**src/rtl/mem_arb_pkg.sv**
```systemverilog
// Shared types and constants for the unified memory port arbiter.
// Requester ids double as round-robin pointer values.
package mem_arb_pkg;

  typedef enum logic [1:0] {
    IDLE  = 2'd0,
    ISSUE = 2'd1,
    WAIT  = 2'd2,
    RESP  = 2'd3
  } state_t;

  typedef enum logic {
    REQ_IF = 1'b0,
    REQ_D  = 1'b1
  } req_id_t;

  localparam logic MEM_RD = 1'b1;
  localparam logic MEM_WR = 1'b0;

endpackage

```
**src/rtl/mem_port_arbiter_rr_arbiter2.sv**
```systemverilog
// Combinational two-way round-robin pick. req[0] is fetch, req[1] is data;
// on a tie the port that did not win last time is chosen.
module rr_arbiter2
  import mem_arb_pkg::*;
(
  input  logic [1:0] req,
  input  req_id_t    last_grant,
  output logic       grant_valid,
  output req_id_t    grant_id
);

  always_comb begin
    grant_valid = |req;
    grant_id    = REQ_IF;
    case (req)
      2'b01:   grant_id = REQ_IF;
      2'b10:   grant_id = REQ_D;
      2'b11:   grant_id = (last_grant == REQ_IF) ? REQ_D : REQ_IF;
      default: grant_id = REQ_IF;
    endcase
  end

endmodule

```
**src/rtl/mem_port_arbiter.sv**
```systemverilog
// Shares one fixed-latency memory port between fetch and load/store requesters.
// Each access runs ISSUE -> WAIT (MEM_LATENCY cycles) -> RESP; ties go round-robin.
module mem_port_arbiter
  import mem_arb_pkg::*;
#(
  parameter int ADDR_W      = 32,
  parameter int DATA_W      = 32,
  parameter int MEM_LATENCY = 2
) (
  input  logic              clk,
  input  logic              reset,
  input  logic              if_req,
  input  logic [ADDR_W-1:0] if_addr,
  output logic              if_gnt,
  output logic              if_rvalid,
  output logic [DATA_W-1:0] if_rdata,
  input  logic              d_req,
  input  logic [ADDR_W-1:0] d_addr,
  input  logic              d_rd_wr,
  input  logic [DATA_W-1:0] d_wdata,
  output logic              d_gnt,
  output logic              d_rvalid,
  output logic [DATA_W-1:0] d_rdata,
  output logic              mem_en,
  output logic [ADDR_W-1:0] mem_addr,
  output logic              mem_rd_wr,
  output logic [DATA_W-1:0] mem_wdata,
  input  logic [DATA_W-1:0] mem_rdata,
  output logic              busy
);

  localparam int CNT_W = $clog2(MEM_LATENCY + 1);

  state_t           state_reg;
  logic [CNT_W-1:0] cnt_reg;
  req_id_t          last_grant_reg;
  req_id_t          cur_id_reg;
  logic             cur_rd_reg;

  logic    grant_valid;
  req_id_t grant_id;

  rr_arbiter2 u_rr (
    .req         ({d_req, if_req}),
    .last_grant  (last_grant_reg),
    .grant_valid (grant_valid),
    .grant_id    (grant_id)
  );

  assign busy = (state_reg != IDLE);

  always_ff @(posedge clk or posedge reset) begin
    if (reset) begin
      state_reg      <= IDLE;
      cnt_reg        <= '0;
      last_grant_reg <= REQ_IF;
      cur_id_reg     <= REQ_IF;
      cur_rd_reg     <= MEM_RD;
      if_gnt         <= 1'b0;
      if_rvalid      <= 1'b0;
      if_rdata       <= '0;
      d_gnt          <= 1'b0;
      d_rvalid       <= 1'b0;
      d_rdata        <= '0;
      mem_en         <= 1'b0;
      mem_addr       <= '0;
      mem_rd_wr      <= MEM_RD;
      mem_wdata      <= '0;
    end else begin
      // Pulses default low; mem_addr/mem_wdata keep the captured access.
      if_gnt    <= 1'b0;
      d_gnt     <= 1'b0;
      if_rvalid <= 1'b0;
      d_rvalid  <= 1'b0;
      mem_en    <= 1'b0;
      mem_rd_wr <= MEM_RD;

      case (state_reg)
        IDLE, RESP: begin
          if (grant_valid) begin
            state_reg      <= ISSUE;
            last_grant_reg <= grant_id;
            cur_id_reg     <= grant_id;
            mem_en         <= 1'b1;
            if (grant_id == REQ_D) begin
              mem_addr   <= d_addr;
              mem_rd_wr  <= d_rd_wr;
              mem_wdata  <= d_wdata;
              cur_rd_reg <= d_rd_wr;
              d_gnt      <= 1'b1;
            end else begin
              mem_addr   <= if_addr;
              mem_rd_wr  <= MEM_RD;
              cur_rd_reg <= MEM_RD;
              if_gnt     <= 1'b1;
            end
          end else begin
            state_reg <= IDLE;
          end
        end

        ISSUE: begin
          cnt_reg   <= CNT_W'(MEM_LATENCY);
          state_reg <= WAIT;
        end

        WAIT: begin
          if (cnt_reg == CNT_W'(1)) begin
            state_reg <= RESP;
            if (cur_id_reg == REQ_D) begin
              d_rvalid <= 1'b1;
              if (cur_rd_reg == MEM_RD) d_rdata <= mem_rdata;
            end else begin
              if_rvalid <= 1'b1;
              if_rdata  <= mem_rdata;
            end
          end
          cnt_reg <= cnt_reg - CNT_W'(1);
        end

        default: state_reg <= IDLE;
      endcase
    end
  end

endmodule

```
**config.mk**
```make
export PLATFORM = sky130hd
export DESIGN_NAME = mem_port_arbiter
export DESIGN_NICKNAME = d
export VERILOG_FILES = /design/src/rtl/mem_arb_pkg.sv /design/src/rtl/mem_port_arbiter_rr_arbiter2.sv /design/src/rtl/mem_port_arbiter.sv
export SDC_FILE = /design/constraint.sdc
export NUM_CORES = 1
export LEC_CHECK = 0
export ABC_CLOCK_PERIOD_IN_PS = 5200
export CAP_MARGIN = 10
export CORE_MARGIN = 2
export CORE_UTILIZATION = 41
export CTS_CLUSTER_SIZE = 40
export DETAILED_ROUTE_END_ITERATION = 10
export PLACE_DENSITY_LB_ADDON = 0.25
export SLEW_MARGIN = 25
export SYNTH_ARGS = -nofsm -noshare
export SYNTH_HDL_FRONTEND = slang
export SYNTH_SLANG_ARGS = --single-unit
```
**constraint.sdc**
```tcl
create_clock -name clk -period 5.2 [get_ports clk]
set_clock_uncertainty 0.05 [all_clocks]
set_input_delay 1.04 -clock clk [delete_from_list [all_inputs] [get_ports clk]]
set_output_delay 1.04 -clock clk [all_outputs]
set_load 0.01 [all_outputs]
```
# Yosys cells after proc, flatten, opt, wreduce, memory -nomap -nowiden
# Index checks and enable logic that the tools add are counted.
totals:
  ff_bits: 140
  elab_cells: 55
  out_inout_bits: 135
  inputBits: 133
op_classes:
  eq_ne: 7
  n_mux: 23
  n_reduce_logical: 9
  bitwise_logic: 1
  add_sub_neg: 1
op_table:
  columns: ["cell", "n"]
  rows:
  - ["32-bit 2-to-1 mux", 1]
  - ["1-bit 2-to-1 mux", 18]
  - ["2-bit == test (second input constant)", 4]
  - ["2-bit case mux with 3 select lines", 1]
  - ["3-bit AND reduction", 2]
  - ["2-bit by 1-bit == test with 1-bit output (second input constant)", 2]
  - ["2-bit case mux with 2 select lines", 1]
  - ["4-bit AND reduction", 1]
  - ["2-bit nonzero test", 2]
  - ["2-bit OR reduction", 2]
  - ["2-bit zero test", 1]
  - ["2-bit 2-to-1 mux", 1]
  - ["2-bit inequality test (second input constant)", 1]
  - ["1-bit case mux with 2 select lines", 1]
  - ["2-bit AND reduction", 1]
  - ["2-bit by 1-bit subtractor with 2-bit output (second input constant)", 1]
  - ["1-bit inverter", 1]

# Longest topological paths before layout
logic_depth:
  word_depth: 5
  mapped_depth: 8

# By module
# A second synthesis with hierarchy kept.
unflattened:
  hier_cells: 351
  area_unflattened_um2: 6008.3
modules_own_cells:
  columns: ["mod", "cells_each", "n_inst", "seq_area_each_um2", "area_each_um2"]
  rows:
  - ["mem_port_arbiter", 349, 1, 3505.9, 5994.5]
  - ["rr_arbiter2", 2, 1, 0.0, 13.8]

# Worst setup path before layout
# Ideal clock, no wire load.
synth_timing:
  kind: "input -> register"
  from: "input d_req"
  to: "register mem_wdata[0]"
  slack_ns: 3.073
  arrival_time_ns: 1.952
  setup_ns: 0.125
  n_path_buf: 1
  stages: 5
  required_ns: 5.025
  path_cell_list: "a21boi_2 nand2_2 inv_2 buf_6 mux2_4"
synth_between:
  elab_chain_cells: 3
  elab_cells_between_ends: 5
  cone_classes: "eq/ne (2); mux (1); reduce/logical (2)"
synth_lines:
  columns: ["item", "line_no", "text"]
  rows:
  - ["start: declaration", "mem_port_arbiter.sv:17", "input logic d_req,"]
  - ["2-bit == test", "mem_port_arbiter_rr_arbiter2.sv:15", "case (req)"]
  - ["1-bit case mux with 2 select lines", "mem_port_arbiter_rr_arbiter2.sv:15", null]
  - ["3-bit AND reduction (no line) *", null, null]
  - ["end signal: assignment", "mem_port_arbiter.sv:88", "mem_wdata <= d_wdata;"]
  - ["end: declaration", "mem_port_arbiter.sv:27", "output logic [DATA_W-1:0] mem_wdata,"]
# Mark *: on every way between the ends. The rest lies on a longest branch, timed or not.
# A chain may end at the register's enable or synchronous reset.

# Final worst setup path
layout_timing:
  from: "input if_req"
  to: "register mem_wdata[18]"
layout_between:
  elab_chain_cells: 3
  elab_cells_between_ends: 5
  cone_classes: "eq/ne (2); mux (1); reduce/logical (2)"
layout_lines:
  columns: ["item", "line_no", "text"]
  rows:
  - ["start: declaration", "mem_port_arbiter.sv:12", "input logic if_req,"]
  - ["2-bit == test", "mem_port_arbiter_rr_arbiter2.sv:15", null]
  - ["1-bit case mux with 2 select lines", "mem_port_arbiter_rr_arbiter2.sv:15", null]
  - ["3-bit AND reduction (no line) *", null, null]
# Marks and branches as above.

==> summary.txt <==
Outcome
  • Outcome: completed

Critical path
  • Worst Reg-to-Reg Cells: 7
  • Crit path capture type: flip-flop
  • Worst EP arrival: 3.60 ns
  • Crit path kind: in2reg
  • CP required: roughly 5.4 ns
  • Flop2flop setup slack: 2.18 ns
  • RR Endpoint: mem_wdata[10]
  • FF-to-FF Start: state_reg[1]
  • CP Launch Type: input port
  • Critical Path Fanout Max: 36

Clock tree
  • CTS buffer count: 17
  • Clk_lat worst skew: 0.40 ns
  • Postcts setup bufs: 0
  • Clock net sink count: 140
  • CTS Hold Buffers Added: 0
  • Root Driver: clkbuf_16
  • CTS tree: done
  • Htree depth: 4
  • Clock Path Buffers: 2
  • PostCTS Resize Cnt: 0
  • Clock transition at the registers of the reported paths: 0.06 ns

Logic synthesis
  • Warnings from Yosys: 0
  • Number of synthesized flops with an enable pin: 0
  • Syn Inst Count: 418
  • Post-synthesis register bit count: 140
  • Yosys cell types: 28
  • Avg Cell Area, Syn: around 13 sq um
  • Post-Syn Nets: 554
  • FFs w/ async S/R, synth: between 90% and 100%
  • Sequential element share of the synthesized area: 62.8%
  • Top_reg_cell synth: dfrtp_1
  • Synth Cell Area: 5580 sq um

Final layout
  • Layout Cells excl Fill: a little under 900
  • Filler cell count: roughly 940
  • Diode count: 0
  • Leading cell types in the layout, fill and taps excluded: clkdlybuf4s50_1 (267), dfrtp_1 (138), a21oi_1 (65)
  • Commonest non-fill, non-tap cell in the layout: clkdlybuf4s50_1
  • Fraction of layout instances using a drive strength above 1: about a fifth
  • Area growth, synth to finish: 61.4%
  • Nets: between 800 and 900

STA
  • Maximum operating frequency: 298 MHz
  • Setup TNS: 0 ns
  • Final Cycle Share: 64.6%
  • Max_slew headroom: approximately a third
  • Final setup fails: 0
  • Minimum clock period after layout: roughly 3.4 ns
  • Slew @ Worst Pin: approximately 1 ns
  • Hold Vio Cnt, Final: 0
  • Final slew viol count: 0
  • Unrepaired setup endpoints after global routing: false

Routing
  • DRT iter0 DRCs: 198
  • Antenna violation net count after detailed routing: 0
  • WL final: 14.5 mm
  • Via count: 4282
  • Average wire per standard cell: 16.6 um
  • Drt first pass iters: 5
  • Drc violations: 0
  • Via-to-Cell Ratio: between 4 and 5

Min path
  • Worst hold path class: reg2reg
  • Worst Hold Launch: cnt_reg[0]
  • Hold depth: 1
  • Worst Hold Endpoint: cnt_reg[0]

Placed design
  • Final HPWL DP: between 10 and 15 mm
  • Buffers added on ports: 267
  • Gpl congestion: 0.837
  • Placed insts: 844

Global route
  • GR Util met2: 33.1%
  • Largest net degree at the start of global routing: ~110
  • First-pass GRT wire length: 22.8 mm
  • Met1 Use GR: between 20% and 30%
  • Initial antenna violation count: 0
  • GR Util All Layers: 20.2%
  • Vias in the first global route: ~4500
  • GR met3 Demand/Resource: 7.78%
  • Final global-route overflow total: 0
  • Top Usage Layer GRT: met2

Floorplan
  • Site row count: 42
  • Io pins: 268
  • Die width: around 120 um
  • Initial Util: 42.0%
  • Die ar.: 14600 sq um
  • Core Area: 13300 sq um
  • Die Y-Extent: 121 um

Power
  • Power per cell area: 624 nW/um^2
  • Power, Total: about 5600 uW
  • Maximum vdd drop: 403 uV
  • Leak: 0.00384 uW

Job
  • MaxCap Viol Count: 0
[cell families after synthesis]
logic type	after synthesis	share of synthesized area, %
and+or+nand+nor	76	5.36
DFF	140	62.8
buffers and inverters	30	2.67
AOI/OAI and AO/OA	72	7.01
adders and majority gates	3	0.672
muxes	97	21.5
[layout make-up]
class / instances / area [sq um] / area share [%]
multi-input combinational: 248 / 1930 / 21.4
clock buffer: 20 / 467 / 5.18
tap: 176 / 220 / 2.44
inverter: 9 / 43.8 / 0.486
clock inverter: 11 / 143 / 1.58
sequential: 140 / 3510 / 38.9
timing repair buffer: 271 / 2700 / 30.0
[worst max-delay path by stage]
stage	startpoint	end	slack (ns)	cells past startpoint
2_1_floorplan	reset	cnt_reg[0]	0.36	1
3_3_place_gp	if_req	mem_wdata[19]	1.47	6
3_5_place_dp	if_req	mem_wdata[12]	1.37	6
4_1_cts	if_req	mem_wdata[28]	1.81	6
5_1_grt	if_req	mem_wdata[31]	1.65	6
6_report	if_req	mem_wdata[18]	1.84	6
[layer usage]
layer / vias up / share of wire (%) / wire [um]
met5: - / 0 / 0
met4: 0 / 1.4 / 201
met3: 19 / 9.7 / 1420
met2: 213 / 49 / 7070
met1: 2086 / 40 / 5850
li1: 1964 / - / -
[through the flow]
step | hold slack, ns | util, % | cell area (sq um) | setup slack (ns)
2_1_floorplan | 0.407 | - | 5580 | 0.360
3_5_place_dp | 0.430 | 63.2 | 8400 | 1.37
5_1_grt | 0.444 | 67.8 | 9010 | 1.65
6_report | 0.431 | 67.8 | 9010 | 1.84
3_3_place_gp | 0.417 | 63.2 | 8400 | 1.47
4_1_cts | 0.438 | 67.7 | 9010 | 1.81
[cells in the mapped netlist, types with 2 or more instances]
cell / instances / area [sq um]
buf_6: 3 / 33.8
ha_1: 3 / 37.5
nor2_1: 34 / 128
mux2_1: 6 / 67.6
a21oi_1: 65 / 325
clkbuf_1: 8 / 30.0
o21ai_0: 2 / 10.0
mux2_2: 61 / 687
buf_2: 9 / 45.0
dfrtp_1: 138 / 3450
nand2_1: 37 / 139
dfstp_2: 2 / 52.6
mux2_4: 29 / 435
inv_1: 7 / 26.3
[critical path, stage by stage]
cell and delay [ns]:
clkdlybuf4s50_1 0.50, o21bai_4 0.76, inv_4 0.32, nand2_2 0.18, inv_2 0.35, mux2_4 0.42
[power by group]
group | internal, uW | leakage [uW] | switching, uW
logic | 1480 | 0.00193 | 1030
clock network | 786 | 0.000286 | 429
registers | 1620 | 0.00163 | 285
Note: power is estimated with default switching activity, not from simulation.
